===== src/rtl/mano_pkg.sv =====
// Shared constants for the basic-computer timing front end: widths, IR field
// positions and the memory-reference opcode encoding.
package mano_pkg;

  localparam int unsigned SC_WIDTH = 4;
  localparam int unsigned T_WIDTH  = 16;
  localparam int unsigned IR_WIDTH = 16;
  localparam int unsigned OPC_LSB  = 12;
  localparam int unsigned I_BIT    = IR_WIDTH - 1;

  typedef enum logic [2:0] {
    OPC_AND    = 3'd0,
    OPC_ADD    = 3'd1,
    OPC_LDA    = 3'd2,
    OPC_STA    = 3'd3,
    OPC_BUN    = 3'd4,
    OPC_BSA    = 3'd5,
    OPC_ISZ    = 3'd6,
    OPC_REG_IO = 3'd7
  } opcode_e;

endpackage


===== src/rtl/mano_timing_unit_if.sv =====
// Control/status bundle between the sequence-control logic (master) and the
// timing unit (slave).
interface mano_timing_unit_if #(
  parameter int unsigned SC_WIDTH = mano_pkg::SC_WIDTH,
  parameter int unsigned T_WIDTH  = mano_pkg::T_WIDTH,
  parameter int unsigned IR_WIDTH = mano_pkg::IR_WIDTH
);

  logic                start;
  logic                halt;
  logic                sc_clr;
  logic                sc_inc;
  logic                ir_load;
  logic [IR_WIDTH-1:0] ir_in;
  logic [T_WIDTH-1:0]  T;
  logic [7:0]          D;
  logic                I;
  logic                running;
  logic [SC_WIDTH-1:0] sc;
  logic                sc_wrap;
  logic                cycle_done;

  modport master (
    output start, halt, sc_clr, sc_inc, ir_load, ir_in,
    input  T, D, I, running, sc, sc_wrap, cycle_done
  );

  modport slave (
    input  start, halt, sc_clr, sc_inc, ir_load, ir_in,
    output T, D, I, running, sc, sc_wrap, cycle_done
  );

endinterface


===== src/rtl/onehot_dec.sv =====
// Binary to one-hot decoder with enable; output is all-zero when disabled.
module onehot_dec #(
  parameter  int unsigned N = 3,
  localparam int unsigned M = 1 << N
) (
  input  logic         en_i,
  input  logic [N-1:0] bin_i,
  output logic [M-1:0] onehot_o
);

  always_comb begin
    onehot_o = '0;
    if (en_i) begin
      onehot_o[bin_i] = 1'b1;
    end
  end

endmodule


===== src/rtl/mano_timing_unit.sv =====
// Start/stop flip-flop, sequence counter and IR opcode/I latch, with one-hot
// timing (T) and opcode (D) decode for the basic-computer control unit.
module mano_timing_unit import mano_pkg::*; #(
  parameter int unsigned SC_WIDTH = mano_pkg::SC_WIDTH,
  parameter int unsigned T_WIDTH  = mano_pkg::T_WIDTH,
  parameter int unsigned IR_WIDTH = mano_pkg::IR_WIDTH,
  parameter int unsigned OPC_LSB  = mano_pkg::OPC_LSB
) (
  input logic                clk,
  input logic                rst_n,
  mano_timing_unit_if.slave  bus
);

  logic                s_q, s_d;
  logic [SC_WIDTH-1:0] sc_q, sc_d;
  opcode_e             opc_q, opc_d;
  logic                ibit_q, ibit_d;
  logic                wrap_q, wrap_d;
  logic                done_q, done_d;

  // Only the opcode and I fields of IR are consumed here; the address field
  // is kept by the datapath.
  logic unused_ir_addr;
  assign unused_ir_addr = ^bus.ir_in[OPC_LSB-1:0];

  always_comb begin
    s_d    = s_q;
    sc_d   = sc_q;
    opc_d  = opc_q;
    ibit_d = ibit_q;
    wrap_d = wrap_q;
    done_d = 1'b0;

    if (s_q && bus.halt) begin
      s_d  = 1'b0;
      sc_d = '0;
    end else if (!s_q && bus.start && !bus.halt) begin
      s_d    = 1'b1;
      sc_d   = '0;
      wrap_d = 1'b0;
    end else if (s_q) begin
      // Clear beats increment, so a simultaneous clr/inc never flags a wrap.
      if (bus.sc_clr) begin
        sc_d   = '0;
        done_d = 1'b1;
      end else if (bus.sc_inc) begin
        sc_d = sc_q + 1'b1;
        if (&sc_q) begin
          wrap_d = 1'b1;
        end
      end
      if (bus.ir_load) begin
        opc_d  = opcode_e'(bus.ir_in[OPC_LSB +: 3]);
        ibit_d = bus.ir_in[IR_WIDTH-1];
      end
    end
  end

  always_ff @(posedge clk) begin
    if (!rst_n) begin
      s_q    <= 1'b0;
      sc_q   <= '0;
      opc_q  <= OPC_AND;
      ibit_q <= 1'b0;
      wrap_q <= 1'b0;
      done_q <= 1'b0;
    end else begin
      s_q    <= s_d;
      sc_q   <= sc_d;
      opc_q  <= opc_d;
      ibit_q <= ibit_d;
      wrap_q <= wrap_d;
      done_q <= done_d;
    end
  end

  onehot_dec #(
    .N (SC_WIDTH)
  ) u_t_dec (
    .en_i     (s_q),
    .bin_i    (sc_q),
    .onehot_o (bus.T)
  );

  onehot_dec #(
    .N (3)
  ) u_d_dec (
    .en_i     (1'b1),
    .bin_i    (opc_q),
    .onehot_o (bus.D)
  );

  assign bus.I          = ibit_q;
  assign bus.running    = s_q;
  assign bus.sc         = sc_q;
  assign bus.sc_wrap    = wrap_q;
  assign bus.cycle_done = done_q;

endmodule


===== src/flat_wrapper.sv =====
// flat-port wrapper written by rule: the top's interface ports become plain ports
module mano_timing_unit_flat import mano_pkg::*;
#(
  parameter int unsigned SC_WIDTH = mano_pkg::SC_WIDTH,
  parameter int unsigned T_WIDTH  = mano_pkg::T_WIDTH,
  parameter int unsigned IR_WIDTH = mano_pkg::IR_WIDTH,
  parameter int unsigned OPC_LSB  = mano_pkg::OPC_LSB
)
  (clk, rst_n, bus_start, bus_halt, bus_sc_clr, bus_sc_inc, bus_ir_load, bus_ir_in, bus_T, bus_D, bus_I, bus_running, bus_sc, bus_sc_wrap, bus_cycle_done);
  mano_timing_unit_if #(.SC_WIDTH(SC_WIDTH), .T_WIDTH(T_WIDTH), .IR_WIDTH(IR_WIDTH)) bus_i ();
  input logic clk;
  input logic rst_n;
  input wire logic [$bits(bus_i.start)-1:0] bus_start;
  input wire logic [$bits(bus_i.halt)-1:0] bus_halt;
  input wire logic [$bits(bus_i.sc_clr)-1:0] bus_sc_clr;
  input wire logic [$bits(bus_i.sc_inc)-1:0] bus_sc_inc;
  input wire logic [$bits(bus_i.ir_load)-1:0] bus_ir_load;
  input wire logic [$bits(bus_i.ir_in)-1:0] bus_ir_in;
  output wire logic [$bits(bus_i.T)-1:0] bus_T;
  output wire logic [$bits(bus_i.D)-1:0] bus_D;
  output wire logic [$bits(bus_i.I)-1:0] bus_I;
  output wire logic [$bits(bus_i.running)-1:0] bus_running;
  output wire logic [$bits(bus_i.sc)-1:0] bus_sc;
  output wire logic [$bits(bus_i.sc_wrap)-1:0] bus_sc_wrap;
  output wire logic [$bits(bus_i.cycle_done)-1:0] bus_cycle_done;
  assign bus_i.start = bus_start;
  assign bus_i.halt = bus_halt;
  assign bus_i.sc_clr = bus_sc_clr;
  assign bus_i.sc_inc = bus_sc_inc;
  assign bus_i.ir_load = bus_ir_load;
  assign bus_i.ir_in = bus_ir_in;
  assign bus_T = bus_i.T;
  assign bus_D = bus_i.D;
  assign bus_I = bus_i.I;
  assign bus_running = bus_i.running;
  assign bus_sc = bus_i.sc;
  assign bus_sc_wrap = bus_i.sc_wrap;
  assign bus_cycle_done = bus_i.cycle_done;
  mano_timing_unit #(.SC_WIDTH(SC_WIDTH), .T_WIDTH(T_WIDTH), .IR_WIDTH(IR_WIDTH), .OPC_LSB(OPC_LSB)) u_core (.clk(clk), .rst_n(rst_n), .bus(bus_i));
endmodule

===== config.mk =====
export PLATFORM = sky130hd
export DESIGN_NAME = mano_timing_unit_flat
export DESIGN_NICKNAME = d
export VERILOG_FILES = /design/src/rtl/mano_pkg.sv /design/src/rtl/mano_timing_unit_if.sv /design/src/rtl/onehot_dec.sv /design/src/rtl/mano_timing_unit.sv /design/src/flat_wrapper.sv
export SDC_FILE = /design/constraint.sdc
export NUM_CORES = 1
export LEC_CHECK = 0
export CAP_MARGIN = 10
export CORE_MARGIN = 3
export CORE_UTILIZATION = 53
export CTS_BUF_LIST = sky130_fd_sc_hd__clkbuf_4 sky130_fd_sc_hd__clkbuf_8
export CTS_CLUSTER_SIZE = 25
export DETAILED_ROUTE_END_ITERATION = 8
export DONT_BUFFER_PORTS = 1
export GPL_ROUTABILITY_DRIVEN = 0
export PLACE_DENSITY = 0.68
export SYNTH_ARGS = -nofsm -noshare
export SYNTH_HDL_FRONTEND = slang
export SYNTH_SLANG_ARGS = --single-unit

===== constraint.sdc =====
create_clock -name clk -period 2.9 [get_ports clk]
set_clock_uncertainty 0.1 [all_clocks]
set_input_delay 0.145 -clock clk [delete_from_list [all_inputs] [get_ports clk]]
set_output_delay 0.145 -clock clk [all_outputs]
set_load 0.1 [all_outputs]

==> flow_metrics.py, run 1 <==
metrics = {
    "status": {
        "stop_stage": "clock tree synthesis",
        "stop_error": "[ERROR DPL-0033] detailed placement checks failed during check placement.",
        "status": "aborted with a tool error",
    },
    "floorplanning": {
        "io_pins": 55,
        "die_h_um": 42.2,
        "die_w_um": 42.2,
        "rows": 12,
        "initial_core_util": 0.594,
    },
    "cts": {
        "hold_buffers": 9,
        "clock_path_buffers": 2,
        "cts_buffers": 3,
        "cts-root-buf": "clkbuf_4",
        "post_cts_buffers": 0,
        "cts.sinks": 11,
        "htree_levels": 1,
        "cts_resized": 0,
    },
    "synth": {
        "ys_warn_count": 0,
        "ys_seq_elements": 11,
        "syn_area_sq_um": 696,
        "syn_inst": 89,
        "syn_avg_cell_area_sq_um": 7.82,
        "synthDistinctLibCells": 29,
        "synth-seq-area-share": 0.317,
        "synth_nets": 116,
    },
    "placement": {
        "portBuffers": 0,
        "hpwlAfterDp_mm": 1.51,
        "dpl_cell_area_sq_um": 1030,
    },
}
## cell usage after synthesis (all sizes together)
| cell | instances | area (sq um) |
|---|---|---|
| nand3 | 1 | 5.00 |
| o21ai | 3 | 15.0 |
| clkbuf | 1 | 3.75 |
| nor2b | 4 | 25.0 |
| buf | 3 | 21.3 |
| mux2i | 4 | 40.0 |
| and4b | 1 | 10.0 |
| nor3b | 4 | 30.0 |
| a21oi | 4 | 23.8 |
| nor2 | 16 | 60.1 |
| a41oi | 1 | 8.76 |
| a22oi | 1 | 7.51 |
| or4 | 1 | 11.3 |
| a31oi | 1 | 6.26 |
| dfxtp | 11 | 220 |
| or3b | 1 | 8.76 |
| ha | 4 | 50.1 |
| nor3 | 5 | 25.0 |
| and4 | 1 | 8.76 |
| nand3b | 2 | 15.0 |
| and3 | 1 | 6.26 |
| nand4 | 1 | 6.26 |
| and3b | 3 | 26.3 |
| nand2 | 10 | 37.5 |
| inv | 3 | 11.3 |
| nand2b | 2 | 12.5 |
## logic make-up after synthesis
logic type | share of synthesized area
AOI/OAI and AO/OA | 0.0881
adders and majority gates | 0.0719
buffers and inverters | 0.0522
DFF | 0.317
muxes | 0.0576
and+or+nand+nor | 0.414
## metrics by stage
step	cells	hold slack, ps	utilization	TNS [ps]	worst slack [ps]
after floorplan	89	121	-	-341	-42.0
after global placement	126	123	0.884	0	1080
after detailed placement	126	126	0.884	0	1040
==> inputs of run 2 (changes only) <==
--- a/config.mk
+++ b/config.mk
@@ -6,14 +6,12 @@
 export NUM_CORES = 1
 export LEC_CHECK = 0
 export CAP_MARGIN = 10
-export CORE_MARGIN = 3
-export CORE_UTILIZATION = 53
-export CTS_BUF_LIST = sky130_fd_sc_hd__clkbuf_4 sky130_fd_sc_hd__clkbuf_8
-export CTS_CLUSTER_SIZE = 25
+export CORE_AREA = 3 3 64 66
 export DETAILED_ROUTE_END_ITERATION = 8
+export DIE_AREA = 0 0 67 69
 export DONT_BUFFER_PORTS = 1
 export GPL_ROUTABILITY_DRIVEN = 0
-export PLACE_DENSITY = 0.68
+export PLACE_DENSITY_LB_ADDON = 0.15
 export SYNTH_ARGS = -nofsm -noshare
 export SYNTH_HDL_FRONTEND = slang
 export SYNTH_SLANG_ARGS = --single-unit
==> run 2 against run 1 <==
- the flow now finishes without violations
- synthesized cell count did not move
- synthesized area unchanged
==> flow_metrics.py, run 2 <==
metrics = {
    "critical_path": {
        "crit_fanout": 11,
        "crit_required_ps": 2650,
        "cp_slowest_cell": "dfxtp_2",
        "critPathBufInv": 1,
        "startpoint_type": "flop",
        "path_class": "reg2out",
        "crit_chain": "nand2b_1 > nor2_2 > buf_4",
        "max_stage_delay_ps": 860,
        "crit_path_end_kind": "output pin",
        "path_delay_family": "flip-flops",
        "cp_data_arrival_time_ps": 1890,
    },
    "cts": {
        "cts_buffers": 3,
        "cts_resized": 0,
        "clkTransAtPathRegs_ps": 50,
        "cts-root-buf": "clkbuf_8",
        "htree_levels": 1,
        "cts_tree": "done",
        "cts.sinks": 11,
        "hold_buffers": 9,
        "clk_latency_ps": 230,
        "clock_path_buffers": 2,
        "post_cts_buffers": 0,
    },
    "synth": {
        "synth_mux_area_frac": 0.0576,
        "synth-seq-area-share": 0.317,
        "synth_top_cell_by_area": "dfxtp_1",
        "syn_inst": 89,
        "synth-async-reset-ratio": 0,
        "synth_edf_count": 0,
        "synth_common_cells": "16 x nor2_1, 11 x dfxtp_1, 10 x nand2_1, 5 x nor3_1",
        "syn_area_sq_um": 696,
        "yosysMostFrequentCell": "nor2_1",
        "synth_top_family_by_area": "simple AND/OR/NAND/NOR gates",
        "ys_warn_count": 0,
        "synth_ff_type": "dfxtp_1",
        "synth_xor_area_frac": 0,
        "ys_seq_elements": 11,
        "synth-compound-area-share": 0.0881,
        "syn_avg_cell_area_sq_um": 7.82,
        "synthAdderAreaFrac": 0.0719,
        "yosys.area_share.simple": 0.414,
        "synthTopCellsByArea": "dfxtp_1 32%, nor2_1 8.6%, ha_1 7.2%",
        "synthDistinctLibCells": 29,
        "synth_nets": 116,
        "yosys.area.top_type_share": 0.317,
    },
    "final_layout": {
        "drive_gt1_frac": 0.440,
        "design_area_sq_um": 1210,
        "n_antenna_cell": 0,
        "final_cell_mix": "25 x buf_4, 12 x nor2_2, 10 x nand2_1, 9 x dlygate4sd3_1, 9 x dfxtp_1",
        "fillerInstances": 400,
        "final_common_cell": "buf_4",
        "area_delta_synth_final_pct": 74.5,
        "largest_reg_flops": 4,
        "final_net_count": 153,
        "multi_input_area_sq_um": 547,
        "regArea_sq_um": 223,
    },
    "floorplanning": {
        "io_pins": 55,
        "die_h_um": 69,
        "initial_core_util": 0.191,
        "die_area_sq_um": 4620,
        "core-area_sq_um": 3630,
        "die_w_um": 67,
        "rows": 22,
    },
    "timing": {
        "fin_crit_sh": 0.735,
        "hold_violations": 0,
        "setup_viol": 0,
        "setup_tns_ps": 0,
        "max_slew_margin": 0.353,
        "slew_violations": 0,
        "fmax_ghz": 0.469,
        "tightest_slew_ps": 974,
        "grt_setup_unrepaired": "no",
        "timing.final.crit_period_ps": 2130,
    },
    "min_path": {
        "holdCritPathClass": "in2reg",
    },
    "flow_run": {
        "cap_violations": 0,
    },
    "route": {
        "drc": 0,
        "vias_per_cell": 4.34,
        "num_vias": 751,
        "first_pass_iters": 4,
        "routedWlPerCell_um": 12.5,
        "wl_mm": 2.17,
        "ant_nets": 0,
        "drt-initial-drc-count": 30,
    },
    "global_routing": {
        "overflow": 0,
        "antenna_found_initial": 0,
        "grt_pass1_wl_mm": 3.47,
        "grt_usage": 0.0957,
        "grt_pass1_vias": 688,
        "grt_max_degree": 14,
    },
    "placement": {
        "hpwlAfterDp_mm": 1.61,
        "portBuffers": 0,
        "dpl_cell_area_sq_um": 1080,
    },
    "pwr": {
        "pwr_density_cell_nw_per_um2": 299,
        "power.leakage_nw": 0.498,
        "peakVddDrop_v": 0.000251,
    },
    "status": {
        "status": "complete, no violations",
    },
}
-- run 2: through the flow --
step           utilization  std cells  total power [mW]  hold WS [ps]  setup slack (ps)
5_1_grt              0.334        173             0.383          16.2               678
2_1_floorplan            -         89             0.196           121             -42.0
4_1_cts              0.334        173             0.370          10.3               761
6_report             0.334        173             0.363          15.4               769
3_3_place_gp         0.297        160             0.207           124              1040
3_5_place_dp         0.297        160             0.208           125              1020
-- run 2: per-layer routing --
layer	part of all wire	track usage	up-vias
met4	0.0088	0.0203	0
met1	0.43	0.121	352
met2	0.49	0.147	17
met3	0.066	0.0440	2
li1	-	-	380
met5	0	0	-
-- run 2: power by group --
group          leakage, nW  internal (mW)  switching, mW
Combinational        0.385         0.0207         0.0352
Sequential          0.0899          0.153        0.00507
Clock               0.0228         0.0961         0.0526
-- run 2: cells by family after synthesis --
logic type,count (synthesis)
AO/OA/AOI/OAI,10
adder cells (fa/ha/maj),4
buffers and inverters,7
flip-flops,11
multiplexers,4
AND/OR/NAND/NOR,53
-- run 2: final cells by class --
type	instances	area share
clock buffer	4	0.0371
tap	48	0.0495
timing repair buffer	36	0.270
sequential	11	0.184
inverter	3	0.00928
multi-input combinational	71	0.451
-- run 2: final timing paths --
check	to	startpoint	depth (start not counted)	slack, ps
max	bus_T[11]	u_core.bus.sc[3]	3	770
min	u_core.bus.cycle_done	bus_sc_clr	1	20
max reg2reg	u_core.bus.sc_wrap	u_core.bus.sc[3]	4	770
min reg2reg	u_core.bus.sc[3]	u_core.bus.sc[1]	3	510
Power figures use the tool's default switching activity.
==> inputs of run 3 (changes only) <==
==> constraint.sdc (replaced) <==
create_clock -name clk -period 1.8 [get_ports clk]
set_clock_uncertainty 0.1 [all_clocks]
set_input_delay 0.09 -clock clk [delete_from_list [all_inputs] [get_ports clk]]
set_output_delay 0.09 -clock clk [all_outputs]
set_load 0.1 [all_outputs]
==> run 3 against run 2 <==
- hold slack got worse by 7.2 ps
- non-clock buffer count grew 5
- critical path depth grew 1
- sequential share of layout area fell by 3.2 points
- cell area rose by 30%
- setup slack worse by 610 ps
- final cell count grew 2.9%
- clock power up 59%
- core utilization up 10 points
- flip-flop and latch count unchanged
- sequential power rose by 59%
- global-route usage rose by 0.43 points
- largest power group unchanged
==> flow_metrics.py, run 3 (synthesis gave the netlist of run 2 again) <==
metrics = {
    "status": {
        "status": "complete, no violations",
    },
    "placement": {
        "hpwlAfterDp_mm": 1.64,
        "post-place-ws_ps": 394,
        "portBuffers": 0,
    },
    "critical_path": {
        "path_delay_family": "simple AND/OR/NAND/NOR gates",
        "crit_chain": "ha_4 > nand2_1 > nor3_4 > buf_12",
        "crit_required_ps": 1610,
        "startpoint_type": "flop",
        "path_depth": 4,
        "rrSetupSlack_ps": 340,
        "cp_data_arrival_time_ps": 1450,
        "r2r_cells": 3,
        "cp_slowest_cell": "dfxtp_4",
        "crit_fanout": 7,
        "crit_path_end_kind": "output pin",
        "path_class": "reg2out",
        "critPathBufInv": 1,
        "max_stage_delay_ps": 410,
    },
    "timing": {
        "fmax_ghz": 0.610,
        "slew_violations": 0,
        "timing.final.crit_period_ps": 1640,
        "setup_tns_ps": 0,
        "fin_ws_ps": 160,
        "fin_crit_sh": 0.911,
        "tightest_slew_ps": 485,
        "setup_viol": 0,
        "hold_violations": 0,
        "max_slew_margin": 0.676,
        "grt_setup_unrepaired": "no",
    },
    "pwr": {
        "pwr_density_cell_nw_per_um2": 372,
        "p_total_mw": 0.588,
        "peakVddDrop_v": 0.000350,
        "power.leakage_nw": 0.575,
    },
    "global_routing": {
        "grt_pass1_wl_mm": 3.74,
        "grt_usage": 0.100,
        "grt_pass1_vias": 747,
        "antenna_found_initial": 0,
        "grt_max_degree": 15,
        "overflow": 0,
    },
    "floorplanning": {
        "core-area_sq_um": 3630,
        "die_h_um": 69,
        "initial_core_util": 0.191,
        "die_area_sq_um": 4620,
        "io_pins": 55,
        "die_w_um": 67,
        "rows": 22,
    },
    "route": {
        "routedWlPerCell_um": 11.7,
        "first_pass_iters": 2,
        "vias_per_cell": 4.40,
        "num_vias": 784,
        "ant_nets": 0,
        "wl_mm": 2.08,
        "drc": 0,
        "drt-initial-drc-count": 19,
    },
    "min_path": {
        "min_path_cells": 3,
        "holdCritPathClass": "in2reg",
    },
    "final_layout": {
        "largest_reg_flops": 4,
        "final_net_count": 158,
        "final_cell_mix": "17 x buf_4, 15 x buf_12, 11 x nor2_4, 9 x dlygate4sd3_1, 7 x nand2_1",
        "final_common_cell": "buf_4",
        "area_delta_synth_final_pct": 127,
        "post-route-util": 0.435,
        "n_antenna_cell": 0,
        "drive_gt1_frac": 0.562,
    },
    "cts": {
        "htree_levels": 1,
        "cts_buffers": 3,
        "clkTransAtPathRegs_ps": 50,
        "clock_path_buffers": 2,
        "cts_tree": "done",
        "clk_latency_ps": 230,
        "cts.sinks": 11,
        "cts-root-buf": "clkbuf_8",
    },
    "flow_run": {
        "cap_violations": 0,
    },
}
run 3: stage by stage:
step | hold WS, ps | instances | area (sq um)
finish | 8.24 | 178 | 1580
global route | 8.53 | 178 | 1580
CTS | 7.54 | 178 | 1580
detailed placement | 60.4 | 165 | 1450
global placement | 57.2 | 165 | 1450
floorplan | 56.3 | 89 | 977
run 3: metal layers:
| metal | vias up | global-route usage | share of wire |
|---|---|---|---|
| met5 | - | 0 | 0 |
| met4 | 0 | 0.0270 | 0.0077 |
| met3 | 2 | 0.0195 | 0.054 |
| met2 | 18 | 0.157 | 0.51 |
| met1 | 373 | 0.137 | 0.43 |
| li1 | 391 | - | - |
run 3: final cells by class:
type	count	area [sq um]
inverter	3	13.8
multi-input combinational	71	706
sequential	11	239
timing repair buffer	41	518
tap	48	60.1
clock buffer	4	45.0
fill	366	2050
run 3: worst register-to-register path: cells and delay by family (launching register included):
family | cells | cell delay (ps)
flops | 1 | 490
simple gates | 2 | 250
buf+inv | 1 | 570
run 3: where the power goes:
| group | internal (mW) | switching [mW] | total, mW |
|---|---|---|---|
| Clock | 0.155 | 0.0823 | 0.237 |
| Sequential | 0.241 | 0.0120 | 0.253 |
| Combinational | 0.0385 | 0.0600 | 0.0984 |
| Total | 0.434 | 0.154 | 0.588 |
run 3: final timing paths:
check                     start                 end
max reg2reg  u_core.bus.running  u_core.bus.running
min reg2reg  u_core.bus.sc_wrap  u_core.bus.sc_wrap
min                  bus_sc_inc    u_core.bus.sc[3]
max            u_core.bus.sc[0]            bus_T[3]
run 3: what timing repair did:
item                      4_1_cts  5_1_grt
hold buffers                    9        0
resized for setup               0        0
hold endpoints to repair        8        0
setup buffers                   0        0
